### config.mk
export PLATFORM = sky130hd
export DESIGN_NAME = hazard_ctrl
export DESIGN_NICKNAME = d
export VERILOG_FILES = /design/src/rtl/hazard_ctrl.sv
export SDC_FILE = /design/constraint.sdc
export NUM_CORES = 1
export LEC_CHECK = 0
export CAP_MARGIN = 10
export CORE_ASPECT_RATIO = 0.75
export CORE_MARGIN = 2
export CORE_UTILIZATION = 45
export DETAILED_ROUTE_END_ITERATION = 6
export DONT_BUFFER_PORTS = 1
export PLACE_DENSITY = 0.7
export REMOVE_ABC_BUFFERS = 1
export SLEW_MARGIN = 20
export SYNTH_ARGS = -nofsm -noshare
export SYNTH_HDL_FRONTEND = slang
export SYNTH_SLANG_ARGS = --single-unit
### constraint.sdc
create_clock -name clk -period 2.55 [get_ports clk]
set_input_delay 0.3825 -clock clk [delete_from_list [all_inputs] [get_ports clk]]
set_output_delay 0.3825 -clock clk [all_outputs]
set_load 0.01 [all_outputs]
### src/rtl/hazard_ctrl.sv
// hazard_ctrl: stall/flush/forwarding control for a 5-stage pipeline with a memory-wait freeze, timeout and perf counters
module hazard_ctrl #(
  parameter int REG_LENGTH = 5,
  parameter int CNT_WIDTH  = 32,
  parameter int WAIT_WIDTH = 8,
  parameter int MAX_WAIT   = 16
) (
  input  logic                  clk,
  input  logic                  rst,
  input  logic [REG_LENGTH-1:0] rs1_d,
  input  logic [REG_LENGTH-1:0] rs2_d,
  input  logic [REG_LENGTH-1:0] rs1_e,
  input  logic [REG_LENGTH-1:0] rs2_e,
  input  logic [REG_LENGTH-1:0] rd_e,
  input  logic [1:0]            result_src_e,
  input  logic                  pc_src_e,
  input  logic [REG_LENGTH-1:0] rd_m,
  input  logic                  reg_write_m,
  input  logic [REG_LENGTH-1:0] rd_w,
  input  logic                  reg_write_w,
  input  logic                  mem_busy,
  output logic                  stall_f,
  output logic                  stall_d,
  output logic                  stall_e,
  output logic                  stall_m,
  output logic                  flush_d,
  output logic                  flush_e,
  output logic [1:0]            forward_a_e,
  output logic [1:0]            forward_b_e,
  output logic                  mem_timeout,
  output logic [CNT_WIDTH-1:0]  stall_cnt,
  output logic [CNT_WIDTH-1:0]  flush_cnt
);
  typedef enum logic {RUN, MEM_WAIT} state_t;
  localparam logic [WAIT_WIDTH-1:0] MAX_W = WAIT_WIDTH'(MAX_WAIT);
  state_t                state;
  logic [WAIT_WIDTH-1:0] wait_cnt;
  logic                  lw_stall, m_a, m_b, w_a, w_b;
  always_comb begin
    lw_stall    = result_src_e == 2'b01 && rd_e != '0 && (rd_e == rs1_d || rd_e == rs2_d);
    m_a         = reg_write_m && rd_m != '0 && rd_m == rs1_e;
    m_b         = reg_write_m && rd_m != '0 && rd_m == rs2_e;
    w_a         = reg_write_w && rd_w != '0 && rd_w == rs1_e;
    w_b         = reg_write_w && rd_w != '0 && rd_w == rs2_e;
    // reset gates every output so nothing leaks out while rst is low
    stall_f     = rst && (mem_busy || (lw_stall && !pc_src_e));
    stall_d     = stall_f;
    stall_e     = rst && mem_busy;
    stall_m     = stall_e;
    flush_d     = rst && !mem_busy && pc_src_e;
    flush_e     = rst && !mem_busy && (lw_stall || pc_src_e);
    forward_a_e = !rst ? 2'b00 : m_a ? 2'b10 : w_a ? 2'b01 : 2'b00;
    forward_b_e = !rst ? 2'b00 : m_b ? 2'b10 : w_b ? 2'b01 : 2'b00;
  end
  always_ff @(posedge clk or negedge rst) begin
    if (!rst) begin
      state       <= RUN;
      wait_cnt    <= '0;
      mem_timeout <= 1'b0;
      stall_cnt   <= '0;
      flush_cnt   <= '0;
    end else begin
      if (mem_busy) begin
        state    <= MEM_WAIT;
        wait_cnt <= state == RUN ? WAIT_WIDTH'(1) : wait_cnt == '1 ? wait_cnt : wait_cnt + WAIT_WIDTH'(1);
        if (wait_cnt == MAX_W) mem_timeout <= 1'b1;
      end else begin
        state    <= RUN;
        wait_cnt <= '0;
      end
      if (stall_f && stall_cnt != '1) stall_cnt <= stall_cnt + CNT_WIDTH'(1);
      if (flush_e && flush_cnt != '1) flush_cnt <= flush_cnt + CNT_WIDTH'(1);
    end
  end
endmodule

# == Word level (Yosys, flattened, before mapping) ==
# Cells that the tools add are included.
# classes
add_sub_neg,3
eq_ne,12
mux,10
reduce_logical,25
# op_table
cell,n
"32-bit by 1-bit adder with 32-bit output, second input constant",2
"32-bit != test, second input constant",2
5-bit equality test,6
8-bit two-way mux,3
1-bit logical AND,16
5-bit nonzero test,3
"8-bit by 1-bit adder with 8-bit output, second input constant",1
"8-bit by 5-bit equality test with 1-bit output, second input constant",1
"8-bit equality test, second input constant",1
2-bit two-way mux,4
1-bit logical OR,3
1-bit two-way mux,3
"3-bit != test, second input constant",1
"2-bit by 1-bit equality test with 1-bit output, second input constant",1
1-bit logical NOT,2
2-bit AND reduction,1
# word_totals
register_bits,74
inputBits,43
word_cells,55

# == Logic depth before layout (Yosys ltp) ==
# Gate-level depths: netlist (run 1).
# logic_depth
ltp_word,7
depth_mapped,8
depth_no_buf,7

# == Worst setup path after synthesis (run 1) ==
# OpenSTA, ideal clock, no wires.
# synth_timing
kind,flip-flop to flip-flop
from,register stall_cnt[4]
to,register stall_cnt[1]
setup_time_ns,0.125
arrival_ns,1.925
path_slack_ns,0.500
stages_incl_launch_ff,7
path_buffers,1
period_less_slack_ns,2.050
cell_sequence,dfrtp_1 > nand4_1 > nor3_2 > and3_4 > a221o_1 > buf_6 > mux2_2
# synth_between
elab_chain_len,2
# synth_rtl
element,line,source
from (decl),31,"output logic [CNT_WIDTH-1:0] stall_cnt,"
from (signal assigned),71,if (stall_f && stall_cnt != '1) stall_cnt <= stall_cnt + CNT_WIDTH'(1);
32-bit != test,71,
1-bit logical AND,71,
# Every way passes these cells.
# A chain may end at the register's enable or synchronous reset.

# == Worst setup path after layout (run 1) ==
# layout_timing
from,register stall_cnt[14]
to,register stall_cnt[27]
# layout_between
elab_chain_len,2
word_cells_on_any_way,3
cone_classes,1 x add/sub; 1 x eq/ne; 1 x reduce/logical
# layout_rtl
element
"parallel branches: the longest is 2 deep, another holds 32-bit by 1-bit adder with 32-bit output"
# Parallel ways; which one is timed is not known.

==> results of run 1 <==
## flip-flops by register name, summed over array words and instances (netlist names)
name and count:
stall_cnt 32, flush_cnt 32, wait_cnt 8, state 1
mem_timeout 1
## placed cells by master, fill, tap and decap left out, types with 4 or more instances in the layout
cell,netlist,final
sky130_fd_sc_hd__xnor2_1,34,34
sky130_fd_sc_hd__ha_1,4,4
sky130_fd_sc_hd__nand2_1,19,19
sky130_fd_sc_hd__o21ai_0,5,5
sky130_fd_sc_hd__nand4_1,26,26
sky130_fd_sc_hd__nor3_1,14,14
sky130_fd_sc_hd__xor2_1,59,59
sky130_fd_sc_hd__and4_1,8,8
sky130_fd_sc_hd__inv_1,9,9
sky130_fd_sc_hd__a21oi_1,5,5
sky130_fd_sc_hd__clkbuf_1,5,4
sky130_fd_sc_hd__clkbuf_16,0,9
sky130_fd_sc_hd__dfrtp_1,74,74
sky130_fd_sc_hd__nor2_1,34,34
sky130_fd_sc_hd__nand3_1,34,34
sky130_fd_sc_hd__and2_1,7,7
sky130_fd_sc_hd__buf_4,3,7
sky130_fd_sc_hd__nor4_1,13,13
sky130_fd_sc_hd__and3_1,15,15
sky130_fd_sc_hd__or4_1,4,4
## cell type report
class | count | area [um^2]
inverter | 9 | 33.8
clock buffer | 14 | 254
tap | 112 | 140
sequential | 74 | 1850
timing repair buffer | 10 | 110
multi-input combinational | 314 | 2150
clock inverter | 2 | 60.1
fill | 813 | 4340
## Yosys cell counts, types with 4 or more instances
library cell / count / area share
sky130_fd_sc_hd__a21oi_1: 5 / 0.0061
sky130_fd_sc_hd__and2_1: 7 / 0.011
sky130_fd_sc_hd__and3_1: 15 / 0.023
sky130_fd_sc_hd__and4_1: 8 / 0.017
sky130_fd_sc_hd__clkbuf_1: 5 / 0.0046
sky130_fd_sc_hd__dfrtp_1: 74 / 0.45
sky130_fd_sc_hd__ha_1: 4 / 0.012
sky130_fd_sc_hd__inv_1: 9 / 0.0082
sky130_fd_sc_hd__nand2_1: 19 / 0.017
sky130_fd_sc_hd__nand3_1: 34 / 0.042
sky130_fd_sc_hd__nand4_1: 26 / 0.040
sky130_fd_sc_hd__nor2_1: 34 / 0.031
sky130_fd_sc_hd__nor3_1: 14 / 0.017
sky130_fd_sc_hd__nor4_1: 13 / 0.020
sky130_fd_sc_hd__o21ai_0: 5 / 0.0061
sky130_fd_sc_hd__or4_1: 4 / 0.0073
sky130_fd_sc_hd__xnor2_1: 34 / 0.073
sky130_fd_sc_hd__xor2_1: 59 / 0.13
## critical path, delay by kind of cell, from the launching register on
family                 cells  cell delay, ps
AO/OA/AOI/OAI              1             350
XOR/XNOR                   1             190
buffers and inverters      1             170
flip-flops                 1             470
AND/OR/NAND/NOR            4             960
## per-stage QoR
stage	hold WS (ps)	setup WS (ps)
after floorplan	86.9	85.9
after global placement	88.2	379
after detailed placement	87.8	376
after CTS	75.8	319
after global routing	67.9	180
final	86.4	316
## power by group through the flow
stage / clock network (uW) / registers [uW] / logic [uW]
after global placement: 0 / 1430 / 287
after CTS: 1370 / 1420 / 329
final: 1340 / 1420 / 325
after floorplan: 0 / 1430 / 191
after global routing: 1420 / 1430 / 369
after detailed placement: 0 / 1440 / 297
## final timing paths
kind,from,to,depth (start not counted)
max in group asynchronous,rst,stall_cnt[27],2
worst min register to register,state,wait_cnt[0],1
worst min-delay path,mem_busy,state,0
min in group asynchronous,rst,stall_cnt[24],2
worst max-delay path,stall_cnt[14],stall_cnt[27],7
worst max register to register,stall_cnt[14],stall_cnt[27],7
## routing by layer
layer	track usage	wire length, um	vias up
li1	-	-	1476
met5	0	0	-
met1	0.264	4360	1535
met2	0.286	4170	109
met3	0.0818	782	15
met4	0.0521	103	0
## logic make-up (layout without fill, tap and decap cells)
| group | after synthesis | in the layout | synth area share |
|---|---|---|---|
| flip-flops | 74 | 74 | 0.452 |
| multiplexers | 3 | 3 | 0.00794 |
| buffers and inverters | 20 | 35 | 0.0235 |
| AO/OA/AOI/OAI | 23 | 23 | 0.0455 |
| AND/OR/NAND/NOR | 191 | 191 | 0.260 |
| adder cells (fa/ha/maj) | 4 | 4 | 0.0122 |
| XOR/XNOR | 93 | 93 | 0.199 |
==> flow_summary.toml, run 1 <==
[global_route]
grt_pass1_wl_um = 15200
grt_util_all_layers = 0.194
largest_net_degree_at_the_start_of_global_routing = 75
antenna_found_initial = 0
overflow = 0
number_of_global_route_vias_before_repair = 3047

[critical_path]
start_kind = "register"
critical_path.cell_chain = "and4_4 > and4_4 > and3_4 > a221o_1 > buf_12 > nor4_1 > xor2_1"
cp_peak_stage_delay_ps = 470
worst-endpoint-required_ps = 2790
regToRegSetupSlack_ps = 320
crit_type = "register to register"
critPathMostFrequentCell = "sky130_fd_sc_hd__and4_4"
timing.critical_path.fanout_max = 24
slowest_cell_on_the_critical_path = "sky130_fd_sc_hd__dfrtp_1"
critical_path.endpoint_type = "register"
worst-endpoint-arrival_ps = 2480

[die]
num_io_pins = 118
fp.dieH_um = 86.6
chipWidth_um = 114
die_area_um2 = 9890
std_cell_rows = 30
initial_core_utilization = 0.458
core_area_um2 = 8930

[timing]
timing.final.max_slew_violations = 0
fin_setup_tns_ps = 0
fin_crit_ps = 2230
max_slew.worst_pin.slew_ps = 579
layout_worst_path_cycle_share = 0.876
finalSetupViolCount = 0
fmax_ghz = 0.448
finalHoldViolations = 0
finClkSkew_ps = 4.82
worst_slew_margin_rel = 0.610
rsz0062_at_grt = "false"

[cts]
cts_setup_buffers = 0
htree_levels = 3
tritoncts.num_buffers = 9
root_buffer = "sky130_fd_sc_hd__clkbuf_16"
post_cts_hold_buffer_count = 2
clock_latency_ps = 330
clock_buffer_depth = 2
postCtsResizedCells = 0
tritoncts = "yes"
cts.sinks = 74
clk_pin_slew_ps = 60

[routing]
avgRoutedWirePerCell_um = 17.6
drt_pre_antenna_iters = 5
ant_nets = 0
detail_route.drc_violations = 0
drt_iter0_drc = 179
routed_wirelength_um = 9410
vias_per_cell = 5.86
via_count = 3135

[synthesis]
post_synth_edffs = 0
yosysWarningCount = 0
synthArstFlopShare = 1.00
netlist_area_um2 = 4100
syn_inst = 408
seq_area_frac_synth = 0.452
ys_seq_elements = 74
synth-main-ff-cell = "sky130_fd_sc_hd__dfrtp_1"
ys_types = 46
post_synth.cell_area_avg_um2 = 10.0

[outcome]
status = "finished, final reports clean"

[pwr]
p_leak_uw = 0.00202
power-per-cell-area_nw_per_um2 = 672
irDropWorstVdd_mv = 0.398
power.share.switching = 0.259
p_comb_frac = 0.105
power.net_switching_uw = 800
internal-power_uw = 2290
post-layout-total-power_uw = 3090
power.clock.fraction = 0.435
power.share.sequential = 0.460

[placed_design]
place.gp.congestion = 0.805
post-dp-hpwl_um = 6650
detailed_place.area_um2 = 4250
io_buffer_count = 0
dp_cells = 517

[layout]
area_growth_pct = 12.3
antenna_cells = 0
final_instance_area_um2 = 4600
drive_gt1_frac = 0.0757
fin_cells = 535
layout.nets = 465
layout.core_utilization = 0.515

[run]
drv.max_cap_violation_count = 0

[worst_hold_path]
timing.hold.worst.class = "input pin to register"
Note: power is estimated with default switching activity, not from simulation.
==> run 2: changes to the inputs <==
--- a/config.mk
+++ b/config.mk
@@ -8,10 +8,10 @@
 export CAP_MARGIN = 10
 export CORE_ASPECT_RATIO = 0.75
 export CORE_MARGIN = 2
-export CORE_UTILIZATION = 45
+export CORE_UTILIZATION = 64
 export DETAILED_ROUTE_END_ITERATION = 6
 export DONT_BUFFER_PORTS = 1
-export PLACE_DENSITY = 0.7
+export PLACE_DENSITY = 0.9
 export REMOVE_ABC_BUFFERS = 1
 export SLEW_MARGIN = 20
 export SYNTH_ARGS = -nofsm -noshare
==> flow_summary.toml, run 2 (synthesis gave the netlist of run 1 again) <==
[outcome]
status = "finished, final reports clean"

[critical_path]
critical_path.cell_chain = "and4_4 > and4_4 > and3_4 > a221o_1 > buf_4 > nor4_1 > xor2_1"
critical_path.endpoint_type = "register"
critPathMostFrequentCell = "sky130_fd_sc_hd__and4_4"
number_of_buffers_and_inverters_on_the_critical_path = 1
slowest_cell_on_the_critical_path = "sky130_fd_sc_hd__dfrtp_1"
crit_type = "register to register"
cp_peak_stage_delay_ps = 470
worst-endpoint-required_ps = 2820
start_kind = "register"
critical-path-top-delay-family = "simple AND/OR/NAND/NOR gates"
worst-endpoint-arrival_ps = 2500
timing.critical_path.fanout_max = 24

[routing]
vias_per_cell = 6.36
via_count = 3186
ant_nets = 0
drt_pre_antenna_iters = 4
drt_iter0_drc = 183
avgRoutedWirePerCell_um = 18.2
routed_wirelength_um = 9120
detail_route.drc_violations = 0

[cts]
tritoncts = "yes"
htree_levels = 3
cts_setup_buffers = 0
clock_buffer_depth = 2
clock_latency_ps = 340
postCtsResizedCells = 0
root_buffer = "sky130_fd_sc_hd__clkbuf_8"
post_cts_hold_buffer_count = 2
tritoncts.num_buffers = 9
clk_pin_slew_ps = 80
cts.sinks = 74

[placed_design]
dp_cells = 484
place.gp.congestion = 0.870
detailed_place.area_um2 = 4180
post-dp-hpwl_um = 6620
io_buffer_count = 0
dp_slack_ps = 320

[timing]
fin_crit_ps = 2240
timing.final.max_slew_violations = 0
setup_slack_ps = 314
finalSetupViolCount = 0
rsz0062_at_grt = "false"
fin_setup_tns_ps = 0
worst_slew_margin_rel = 0.651
max_slew.worst_pin.slew_ps = 518
fmax_ghz = 0.447
layout_worst_path_cycle_share = 0.877
finClkSkew_ps = 5.54
finalHoldViolations = 0

[global_route]
overflow = 0
grt_pass1_wl_um = 14600
grt_util_all_layers = 0.271
number_of_global_route_vias_before_repair = 3105
largest_net_degree_at_the_start_of_global_routing = 75
antenna_found_initial = 0

[worst_hold_path]
timing.hold.worst.class = "input pin to register"

[die]
num_io_pins = 118
chipWidth_um = 96.4
fp.dieH_um = 73.3
die_area_um2 = 7060
initial_core_utilization = 0.655
core_area_um2 = 6260
std_cell_rows = 25

[layout]
final_instance_area_um2 = 4410
drive_gt1_frac = 0.0786
layout.core_utilization = 0.705
fin_cells = 501
antenna_cells = 0
layout.cells.most_common = "sky130_fd_sc_hd__dfrtp_1"
layout.nets = 463
area_growth_pct = 7.67
most_used_cells_in_the_layout_excluding_fill_and_tap_cells = "74 x sky130_fd_sc_hd__dfrtp_1, 59 x sky130_fd_sc_hd__xor2_1, 34 x sky130_fd_sc_hd__xnor2_1, 34 x sky130_fd_sc_hd__nand3_1, 34 x sky130_fd_sc_hd__nor2_1"
filler_cell_count = 453
layout_top_registers = "flush_cnt x32, stall_cnt x32, wait_cnt x8"

[pwr]
irDropWorstVdd_mv = 0.452
power-per-cell-area_nw_per_um2 = 592
p_leak_uw = 0.00195

[run]
drv.max_cap_violation_count = 0
==> run 2: changes by cell type in the layout (fill, tap and decap cells not counted) <==
cell	delta
sky130_fd_sc_hd__clkinv_2	+2
sky130_fd_sc_hd__clkbuf_1	-4
sky130_fd_sc_hd__clkinvlp_4	+2
sky130_fd_sc_hd__buf_12	-1
sky130_fd_sc_hd__buf_4	-1
sky130_fd_sc_hd__clkbuf_16	-9
sky130_fd_sc_hd__bufinv_16	-1
sky130_fd_sc_hd__clkbuf_8	+9
==> run 2: path summary, 6_finish.rpt <==
path	start	end	slack [ps]	cells past startpoint
worst min-delay path	mem_busy	state	70	0
worst min register to register	state	wait_cnt[0]	460	1
min in group asynchronous	rst	wait_cnt[2]	640	2
worst max register to register	stall_cnt[14]	stall_cnt[25]	310	7
worst max-delay path	stall_cnt[14]	stall_cnt[25]	310	7
max in group asynchronous	rst	stall_cnt[31]	1610	2
==> run 2: per-layer routing <==
metal,vias to the layer above,GRT usage,part of all wire
met5,-,0,0
met1,1570,0.359,0.42
met4,0,0.0939,0.017
met3,16,0.0882,0.088
met2,132,0.423,0.47
li1,1468,-,-
==> run 2: area by class of cell <==
type	instances	area [um^2]	share of cell area
flip-flops and latches	74	1850	0.420
inverters	9	33.8	0.00766
clock inverters	5	55.1	0.0125
repair buffers	8	82.6	0.0187
clock buffers	10	138	0.0312
well taps	81	101	0.0230
multi-input cells	314	2150	0.487
==> run 2: report_power, final <==
part	switching, uW	total [uW]	internal (uW)	leakage (uW)
Sequential	170	1430	1260	0.000995
Clock	409	878	469	0.0000941
Combinational	170	301	131	0.000862
==> run 2: metrics by stage <==
stage | total power (uW) | hold WS (ps)
after floorplan | 1620 | 86.9
after global routing | 2740 | 45.9
after global placement | 1700 | 88.1
after detailed placement | 1720 | 88.2
final | 2610 | 70.3
after CTS | 2630 | 56.4
==> edit: new RTL, settings of run 2 <==
Put one more register stage on the output `flush_cnt`, without a reset. The value now appears one clock later. The other outputs are not delayed to match.
--- a/src/rtl/hazard_ctrl.sv
+++ b/src/rtl/hazard_ctrl.sv
@@ -35,2 +35,4 @@
   localparam logic [WAIT_WIDTH-1:0] MAX_W = WAIT_WIDTH'(MAX_WAIT);
+
+  logic [CNT_WIDTH-1:0] flush_cnt_s0;
   state_t                state;
@@ -60,3 +62,3 @@
       stall_cnt   <= '0;
-      flush_cnt   <= '0;
+      flush_cnt_s0 <= '0;
     end else begin
@@ -71,5 +73,9 @@
       if (stall_f && stall_cnt != '1) stall_cnt <= stall_cnt + CNT_WIDTH'(1);
-      if (flush_e && flush_cnt != '1) flush_cnt <= flush_cnt + CNT_WIDTH'(1);
+      if (flush_e && flush_cnt_s0 != '1) flush_cnt_s0 <= flush_cnt_s0 + CNT_WIDTH'(1);
     end
   end
+  always_ff @(posedge clk) begin
+    flush_cnt <= flush_cnt_s0;
+  end
+
 endmodule
Function: changed (Yosys sat finds a counterexample within 4 cycles, from zero or initial values and one cycle with rst low).
==> edit against run 2 <==
Total power rose by 23%; global-route usage is 2.5 points lower; first-iteration DRC count is 42% lower; wire length grew 6.4%; synthesized area increased by 19%; clock skew increased by 0.0046 ns; cell area grew 19%; synthesized cell count is 7.8% higher; core utilization grew 0.54 points; setup slack better by 0.12 ns; sequential cell count grew 32; largest cell class is now registers; largest power group unchanged; highest routed layer unchanged.
==> edit: results (changes against run 2) <==
{| class="wikitable"
! Metric !! Value
|-
| Top post-synthesis cells by area || sky130_fd_sc_hd__dfrtp_1, sky130_fd_sc_hd__dfxtp_1, sky130_fd_sc_hd__xnor2_1, sky130_fd_sc_hd__xor2_1, sky130_fd_sc_hd__nand4_1
|-
| Wire length of the first global-routing pass || 16100 um (+10%)
|-
| RD Place Congestion || 0.816 (-6.2%)
|-
| Vias in the first global route || 3405 (+9.7%)
|-
| Vias post-DR || 3323 (+4.3%)
|-
| Cell with the biggest individual delay on the critical path || sky130_fd_sc_hd__or4_1
|-
| Hold Path Sink || wait_cnt[0]$_DFFE_PN0P_
|-
| Depth of the worst register-to-register path || 6 (-1)
|-
| Combinational gate power || 0.306 mW (+2%)
|-
| Share of synthesized registers carrying an async set or reset || 69.8% (-30 points)
|-
| Sum of net half-perimeters after detailed placement || 6910 um (+4.4%)
|-
| Commonest cells in the netlist || sky130_fd_sc_hd__dfrtp_1, sky130_fd_sc_hd__xnor2_1, sky130_fd_sc_hd__nand3_1
|-
| Cell depth of the worst hold path || 1 (+1)
|-
| Minimum hold slack || 0.146 ns (+0.0753 ns)
|-
| Registers with the most flip-flops || flush_cnt (32), flush_cnt_s0 (32), stall_cnt (32)
|-
| Run status || finished clean
|-
| Number of nets in the layout || 497 (+7.3%)
|-
| Switching part of the total || 28.8% (+0.084 points)
|-
| R2R Path End || stall_cnt[31]$_DFFE_PN0P_
|-
| Reg-to-reg critical path startpoint || stall_cnt[3]$_DFFE_PN0P_
|-
| Clock-pin transition on the worst setup and hold timing paths || 0.10 ns (+0.02 ns)
|-
| Sequential area share after synthesis || 51.0% (+5.8 points)
|-
| Worst setup skew after layout || 0.0101 ns (+0.00456 ns)
|-
| Layout cell share with drive strength beyond 1 || 11.4% (+3.6 points)
|-
| Part of the total power dissipated in the clock network || 30.3% (-3.4 points)
|-
| Maximum vdd drop || 0.485 mV (+7.2%)
|-
| Measured slew at the worst slew-check pin || 0.505 ns (-0.0130 ns)
|-
| Number of violations reported at the end of detailed-routing iteration 0 || 106 (-42%)
|}
==> edit: cell count changes after synthesis, moves of 6 or more <==
| cell | change |
|---|---|
| sky130_fd_sc_hd__nand4_1 | +6 |
| sky130_fd_sc_hd__xnor2_1 | +32 |
| sky130_fd_sc_hd__xor2_1 | -31 |
| sky130_fd_sc_hd__and3_1 | +9 |
| sky130_fd_sc_hd__nor3_1 | -7 |
| sky130_fd_sc_hd__nor2_1 | -13 |
| sky130_fd_sc_hd__nand3_2 | +6 |
| sky130_fd_sc_hd__dfxtp_1 | +32 |
| sky130_fd_sc_hd__nand2_1 | +6 |
| sky130_fd_sc_hd__nor4_1 | -8 |
==> edit: logic make-up (layout without fill, tap and decap cells) <==
family	count (synthesis)	in the layout	share of synthesized area (%)
xor gates and xnor gates	94	94	16.8
buffers and inverters	14	29	1.69
and+or+nand+nor	200	200	25.6
muxes	2	2	0.461
adders and majority gates	4	4	1.02
DFF	106	106	51.0
AOI/OAI and AO/OA	20	20	3.40
==> edit: final cells by class <==
class | instances | area share, %
repair buffers | 8 | 1.87
clock inverters | 6 | 1.03
multi-input cells | 320 | 44.2
flip-flops and latches | 106 | 47.7
inverters | 5 | 0.359
clock buffers | 10 | 2.44
well taps | 101 | 2.42
==> edit: how the worst max path moves through the flow <==
stage                  from                           to  slack, ns
floorplan           rd_e[2]  flush_cnt_s0[1]$_DFFE_PN0P_       0.23
global placement    rd_m[1]               forward_b_e[0]       0.48
detailed placement  rd_m[1]               forward_a_e[0]       0.43
CTS                 rd_m[1]               forward_a_e[0]       0.43
global route        rd_m[1]               forward_a_e[0]       0.28
finish              rd_m[1]               forward_a_e[0]       0.43
==> edit: per-stage QoR <==
stage,util (%),total power [mW],setup slack (ns),cells
after floorplan,-,2.15,0.226,431
after global placement,67.9,2.23,0.475,537
after detailed placement,67.9,2.24,0.434,537
after CTS,70.9,3.24,0.425,555
after global routing,71.0,3.35,0.277,556
final,71.0,3.21,0.433,556
==> edit: routing by layer <==
metal | wire length [um] | part of all wire, % | vias to the layer above
li1 | - | - | 1572
met1 | 4050 | 42 | 1643
met2 | 4930 | 51 | 97
met3 | 618 | 6.4 | 11
met4 | 112 | 1.2 | 0
met5 | 0 | 0 | -
==> edit: timing repair <==
action	CTS	global route
hold buffers	2	1
buffers inserted	0	0
hold endpoints to repair	74	1
==> edit: worst reg2reg max path, cell delays in order (launching register included) <==
cell	delay (ns)
sky130_fd_sc_hd__dfrtp_1	0.51
sky130_fd_sc_hd__and4_4	0.29
sky130_fd_sc_hd__nand3_1	0.14
sky130_fd_sc_hd__nor3_4	0.48
sky130_fd_sc_hd__and3_1	0.23
sky130_fd_sc_hd__nand4_1	0.12
sky130_fd_sc_hd__xnor2_1	0.15
